[src/rtl/alu_driver.sv]
// alu_driver: issues one command at a time to an external combinational ALU
// through an IDLE -> EXEC -> RESP sequence and keeps a result accumulator.
// Optional statistics outputs (op_count, ovf_count) are built only when the
// macro ALU_DRIVER_STATS_EN is defined.
module alu_driver #(
  parameter int WIDTH = 16
) (
  input  logic             clk,
  input  logic             reset_n,
  input  logic             cmd_valid,
  output logic             cmd_ready,
  input  logic [2:0]       cmd_op,
  input  logic [WIDTH-1:0] cmd_a,
  input  logic [WIDTH-1:0] cmd_b,
  input  logic             cmd_use_acc,
  output logic [WIDTH-1:0] alu_a,
  output logic [WIDTH-1:0] alu_b,
  output logic [2:0]       alu_f,
  input  logic [WIDTH-1:0] alu_y,
  input  logic             alu_zero,
  input  logic             alu_carry,
  input  logic             alu_overflow,
  output logic             rsp_valid,
  input  logic             rsp_ready,
  output logic [WIDTH-1:0] rsp_y,
  output logic             rsp_zero,
  output logic             rsp_carry,
  output logic             rsp_overflow,
  output logic             rsp_err
`ifdef ALU_DRIVER_STATS_EN
  ,
  output logic [31:0]      op_count,
  output logic [31:0]      ovf_count
`endif
);

  typedef enum logic [1:0] {
    IDLE = 2'd0,
    EXEC = 2'd1,
    RESP = 2'd2
  } state_t;

  localparam logic [2:0] OP_ILLEGAL = 3'b011;

  state_t           state_r;
  logic [WIDTH-1:0] a_r;
  logic [WIDTH-1:0] b_r;
  logic [2:0]       op_r;
  logic [WIDTH-1:0] acc_r;
  logic [WIDTH-1:0] y_r;
  logic             zero_r;
  logic             carry_r;
  logic             ovf_r;
  logic             err_r;
  logic             cmd_ready_r;
  logic             rsp_valid_r;
  logic             accept_s;
  logic             handshake_s;

  // cmd_ready_r is only ever high in IDLE and rsp_valid_r only in RESP, so
  // these qualify the handshakes without decoding the state again.
  assign accept_s    = cmd_valid && cmd_ready_r;
  assign handshake_s = rsp_valid_r && rsp_ready;

  assign cmd_ready    = cmd_ready_r;
  assign alu_a        = a_r;
  assign alu_b        = b_r;
  assign alu_f        = op_r;
  assign rsp_valid    = rsp_valid_r;
  assign rsp_y        = y_r;
  assign rsp_zero     = zero_r;
  assign rsp_carry    = carry_r;
  assign rsp_overflow = ovf_r;
  assign rsp_err      = err_r;

  // Command sequencer: operand capture, result capture, response hold.
  always_ff @(posedge clk) begin
    if (!reset_n) begin
      state_r     <= IDLE;
      a_r         <= {WIDTH{1'b0}};
      b_r         <= {WIDTH{1'b0}};
      op_r        <= 3'b000;
      acc_r       <= {WIDTH{1'b0}};
      y_r         <= {WIDTH{1'b0}};
      zero_r      <= 1'b0;
      carry_r     <= 1'b0;
      ovf_r       <= 1'b0;
      err_r       <= 1'b0;
      cmd_ready_r <= 1'b0;
      rsp_valid_r <= 1'b0;
    end else begin
      case (state_r)
        IDLE: begin
          if (accept_s) begin
            // The accumulator is already updated by the previous EXEC, so
            // back-to-back use_acc commands need no bypass.
            a_r         <= cmd_use_acc ? acc_r : cmd_a;
            b_r         <= cmd_b;
            op_r        <= cmd_op;
            cmd_ready_r <= 1'b0;
            state_r     <= EXEC;
          end else begin
            cmd_ready_r <= 1'b1;
          end
        end
        EXEC: begin
          if (op_r == OP_ILLEGAL) begin
            y_r     <= {WIDTH{1'b0}};
            zero_r  <= 1'b1;
            carry_r <= 1'b0;
            ovf_r   <= 1'b0;
            err_r   <= 1'b1;
          end else begin
            y_r     <= alu_y;
            zero_r  <= alu_zero;
            carry_r <= alu_carry;
            ovf_r   <= alu_overflow;
            err_r   <= 1'b0;
            acc_r   <= alu_y;
          end
          state_r <= RESP;
        end
        RESP: begin
          // rsp_valid rises on the first RESP edge, so a response is
          // presented two edges after the accepting edge.
          if (handshake_s) begin
            rsp_valid_r <= 1'b0;
            cmd_ready_r <= 1'b1;
            state_r     <= IDLE;
          end else begin
            rsp_valid_r <= 1'b1;
          end
        end
        default: begin
          state_r     <= IDLE;
          cmd_ready_r <= 1'b0;
          rsp_valid_r <= 1'b0;
        end
      endcase
    end
  end

`ifdef ALU_DRIVER_STATS_EN
  logic [31:0] op_count_r;
  logic [31:0] ovf_count_r;

  assign op_count  = op_count_r;
  assign ovf_count = ovf_count_r;

  // Saturating counters of delivered responses and overflowing responses.
  always_ff @(posedge clk) begin
    if (!reset_n) begin
      op_count_r  <= 32'd0;
      ovf_count_r <= 32'd0;
    end else begin
      if (handshake_s && (op_count_r != 32'hFFFF_FFFF)) begin
        op_count_r <= op_count_r + 32'd1;
      end else begin
        op_count_r <= op_count_r;
      end
      if (handshake_s && ovf_r && (ovf_count_r != 32'hFFFF_FFFF)) begin
        ovf_count_r <= ovf_count_r + 32'd1;
      end else begin
        ovf_count_r <= ovf_count_r;
      end
    end
  end
`endif

endmodule

[config.mk]
export PLATFORM = sky130hd
export DESIGN_NAME = alu_driver
export DESIGN_NICKNAME = d
export VERILOG_FILES = /design/src/rtl/alu_driver.sv
export SDC_FILE = /design/constraint.sdc
export NUM_CORES = 1
export LEC_CHECK = 0
export ABC_AREA = 1
export CAP_MARGIN = 15
export CELL_PAD_IN_SITES_DETAIL_PLACEMENT = 0
export CELL_PAD_IN_SITES_GLOBAL_PLACEMENT = 2
export CORE_MARGIN = 8
export CORE_UTILIZATION = 25
export DETAILED_ROUTE_END_ITERATION = 10
export GPL_ROUTABILITY_DRIVEN = 0
export GPL_TIMING_DRIVEN = 0
export PLACE_DENSITY_LB_ADDON = 0.2
export SYNTH_ARGS = -nofsm -noshare
export SYNTH_HDL_FRONTEND = slang
export SYNTH_SLANG_ARGS = --single-unit
[constraint.sdc]
create_clock -name clk -period 2.1 [get_ports clk]
set_clock_uncertainty 0.15 [all_clocks]
set_input_delay 0.21 -clock clk [delete_from_list [all_inputs] [get_ports clk]]
set_output_delay 0.21 -clock clk [all_outputs]
set_load 0.05 [all_outputs]
==> reports/metrics.cfg <==
[global_route]
grt_max_degree = 14
grt_use_met3 = 0.04681
gr-usage-all-layers = 0.1211
gr-max-usage-layer = met2
grt_first_pass_wirelength_um = 15210
antenna_found_initial = 0
met2_usage = 0.1839
grt_util_met1 = 0.1537
grt_overflow = 0
grt_pass1_vias = 2869

[sta]
fmax_ghz = 0.5290
post-route-period-util = 0.9002
finalMaxSlewViolations = 0
post-route-min-period_ns = 1.890
grt_setup_unrepaired = no
hold_ws_ns = 0.1495
relSlewSlack = 0.6424
setup_viol = 0
setup-tns-final_ns = 0
hold_viol_final = 0
worstMarginPinSlew_ns = 0.5348

[clock_tree]
cts_buffer_depth = 2
path_clk_slew_ns = 0.06
htree_levels = 3
postCtsSetupBuffers = 0
cts_buffers = 9
cts_resized = 0
postCtsHoldBufs = 0
cts_tree = yes
clk_latency_ns = 0.33
cts-root-buf = clkbuf_16
cts_sinks = 75

[worst_setup_path]
cp_data_required_time_ns = 1.74
cp_data_arrival_time_ns = 1.53
critPathMaxFanout = 3
cp_num_buf_inv = 1
crit_chain = clkdlybuf4s50_1
cp_slowest_stage_delay_ns = 0.83
cp_slowest_cell = clkdlybuf4s50_1
end_kind = primary output
start_kind = flop
worstSetupPathType = flop to primary output
crit_family = buffers and inverters

[routing]
dr.pass1.iters = 4
drt_iter0_drc = 169
routed-via-count = 2822
viasPerCell = 4.168
ant_nets = 0
drc = 0
wl_um = 9438
wl_per_cell_um = 13.94

[power_and_ir_drop]
power_leakage_uw = 0.002043
ir_drop_mv = 0.3663
clkPwrFrac = 0.396
power.internal_uw = 2838
switchingPower_uw = 1197
power_frac_comb = 0.214
p_seq_frac = 0.390
swShare = 0.2965
power_density_nw_per_um2 = 879.7

[cells_and_area]
n_antenna_cell = 0
nNetsFinal = 588
fill_cells = 1242
drive_gt1_frac = 0.08240
fin_cells = 677
area_delta_synth_final_pct = 55.27

[floorplan]
die_h_um = 124.7
io_pins = 116
die_w_um = 124.7
start_util = 0.2576
die_area_um2 = 15550
core_um2 = 11470
num_rows = 39

[placement]
placed_cells = 661
place_hpwl_um = 7344
portBuffers = 114

[logic_synthesis]
synthCells = 404
netlist_area_um2 = 2954
synth.distinct_cells = 20
yosysSeqAreaShare = 0.5083
yosysWarnings = 0
synth_seq_cells = 75
avgSynthCellArea_um2 = 7.312
syn_nets = 463

[worst_hold_path]
min_path_type = input port to flop

[flow_run]
maxCapViolCount = 0

[outcome]
status = completed

## power groups by stage
stage	clock network, uW	registers, uW	logic, uW
after floorplan	0	1880	246
after global placement	0	1600	876
after detailed placement	0	1610	875
after CTS	1660	1580	878
after global routing	1710	1580	936
final	1600	1570	864
## cell families (layout without fill, tap and decap cells)
logic type,after synthesis,after routing,synth area share
AO/OA/AOI/OAI,42,42,0.07116
buffers and inverters,65,195,0.1025
flip-flops,75,75,0.5083
AND/OR/NAND/NOR,222,222,0.3181
## layout make-up
class / instances / area [um^2] / share of cell area
Clock buffer: 11 / 252.7 / 0.05510
Timing Repair Buffer: 114 / 1141 / 0.2488
Sequential cell: 75 / 1501 / 0.3273
Buffer: 25 / 150.1 / 0.03273
Inverter: 40 / 152.6 / 0.03328
Tap cell: 143 / 178.9 / 0.03901
Clock inverter: 5 / 60.06 / 0.01309
Multi-Input combinational cell: 264 / 1150 / 0.2507
## layout by cell type (no fill, tap or decap), drive strengths merged
cell type,instances
buf,20
clkdlybuf4s50,114
nand4,16
clkinvlp,1
bufinv,1
inv,41
clkinv,2
clkbuf,16
o21ai,37
dfxtp,75
a21oi,5
nand2,94
nand3,37
nor2,75
## flip-flops by register name, indices dropped and copies added, names as in the netlist, 2 cells and up
register and flops:
acc_r 16, alu_a 16, alu_b 16, alu_f 3, rsp_y 16, state_r 2
## final timing paths
kind | start | to | slack [ns] | depth (start not counted)
max reg2reg | alu_f[1] | acc_r[10] | 0.65 | 5
max | alu_f[1] | alu_f[1] | 0.21 | 1
min | reset_n | rsp_valid | 0.15 | 3
min reg2reg | acc_r[13] | acc_r[13] | 0.32 | 2
## tightest hold or removal path: stages
cell,delay [ns]
clkbuf_2,0.14
inv_1,0.18
a21oi_1,0.06
## per-stage QoR
stage / cell area (um^2) / total power, uW / setup WS (ns) / utilization
floorplan: 2954 / 2131 / 0.5263 / -
global placement: 4274 / 2480 / 0.3799 / 0.3727
detailed placement: 4274 / 2481 / 0.4097 / 0.3727
CTS: 4587 / 4110 / 0.1916 / 0.4000
global route: 4587 / 4232 / 0.1659 / 0.4000
finish: 4587 / 4035 / 0.2096 / 0.4000
## synth_stat cells
| cell | count | area [um^2] |
|---|---|---|
| a21oi_1 | 5 | 25.02 |
| buf_2 | 14 | 70.07 |
| buf_4 | 3 | 22.52 |
| buf_6 | 2 | 22.52 |
| buf_8 | 1 | 15.01 |
| clkbuf_1 | 4 | 15.01 |
| clkbuf_2 | 1 | 5.000 |
| dfxtp_1 | 75 | 1501 |
| inv_1 | 38 | 142.6 |
| inv_2 | 1 | 3.750 |
| inv_4 | 1 | 6.260 |
| nand2_1 | 92 | 345.3 |
| nand2_2 | 1 | 6.260 |
| nand2_4 | 1 | 11.26 |
| nand3_1 | 36 | 180.2 |
| nand3_2 | 1 | 10.01 |
| nand4_1 | 16 | 100.1 |
| nor2_1 | 73 | 274.0 |
| nor2_2 | 2 | 12.51 |
| o21ai_0 | 37 | 185.2 |
## metal layers
metal  part of all wire  vias up
li1                   -     1530
met5                  0        -
met3              0.062        9
met2               0.43       67
met1               0.50     1216
met4              0.011        0
Note: power is estimated with default switching activity, not from simulation.
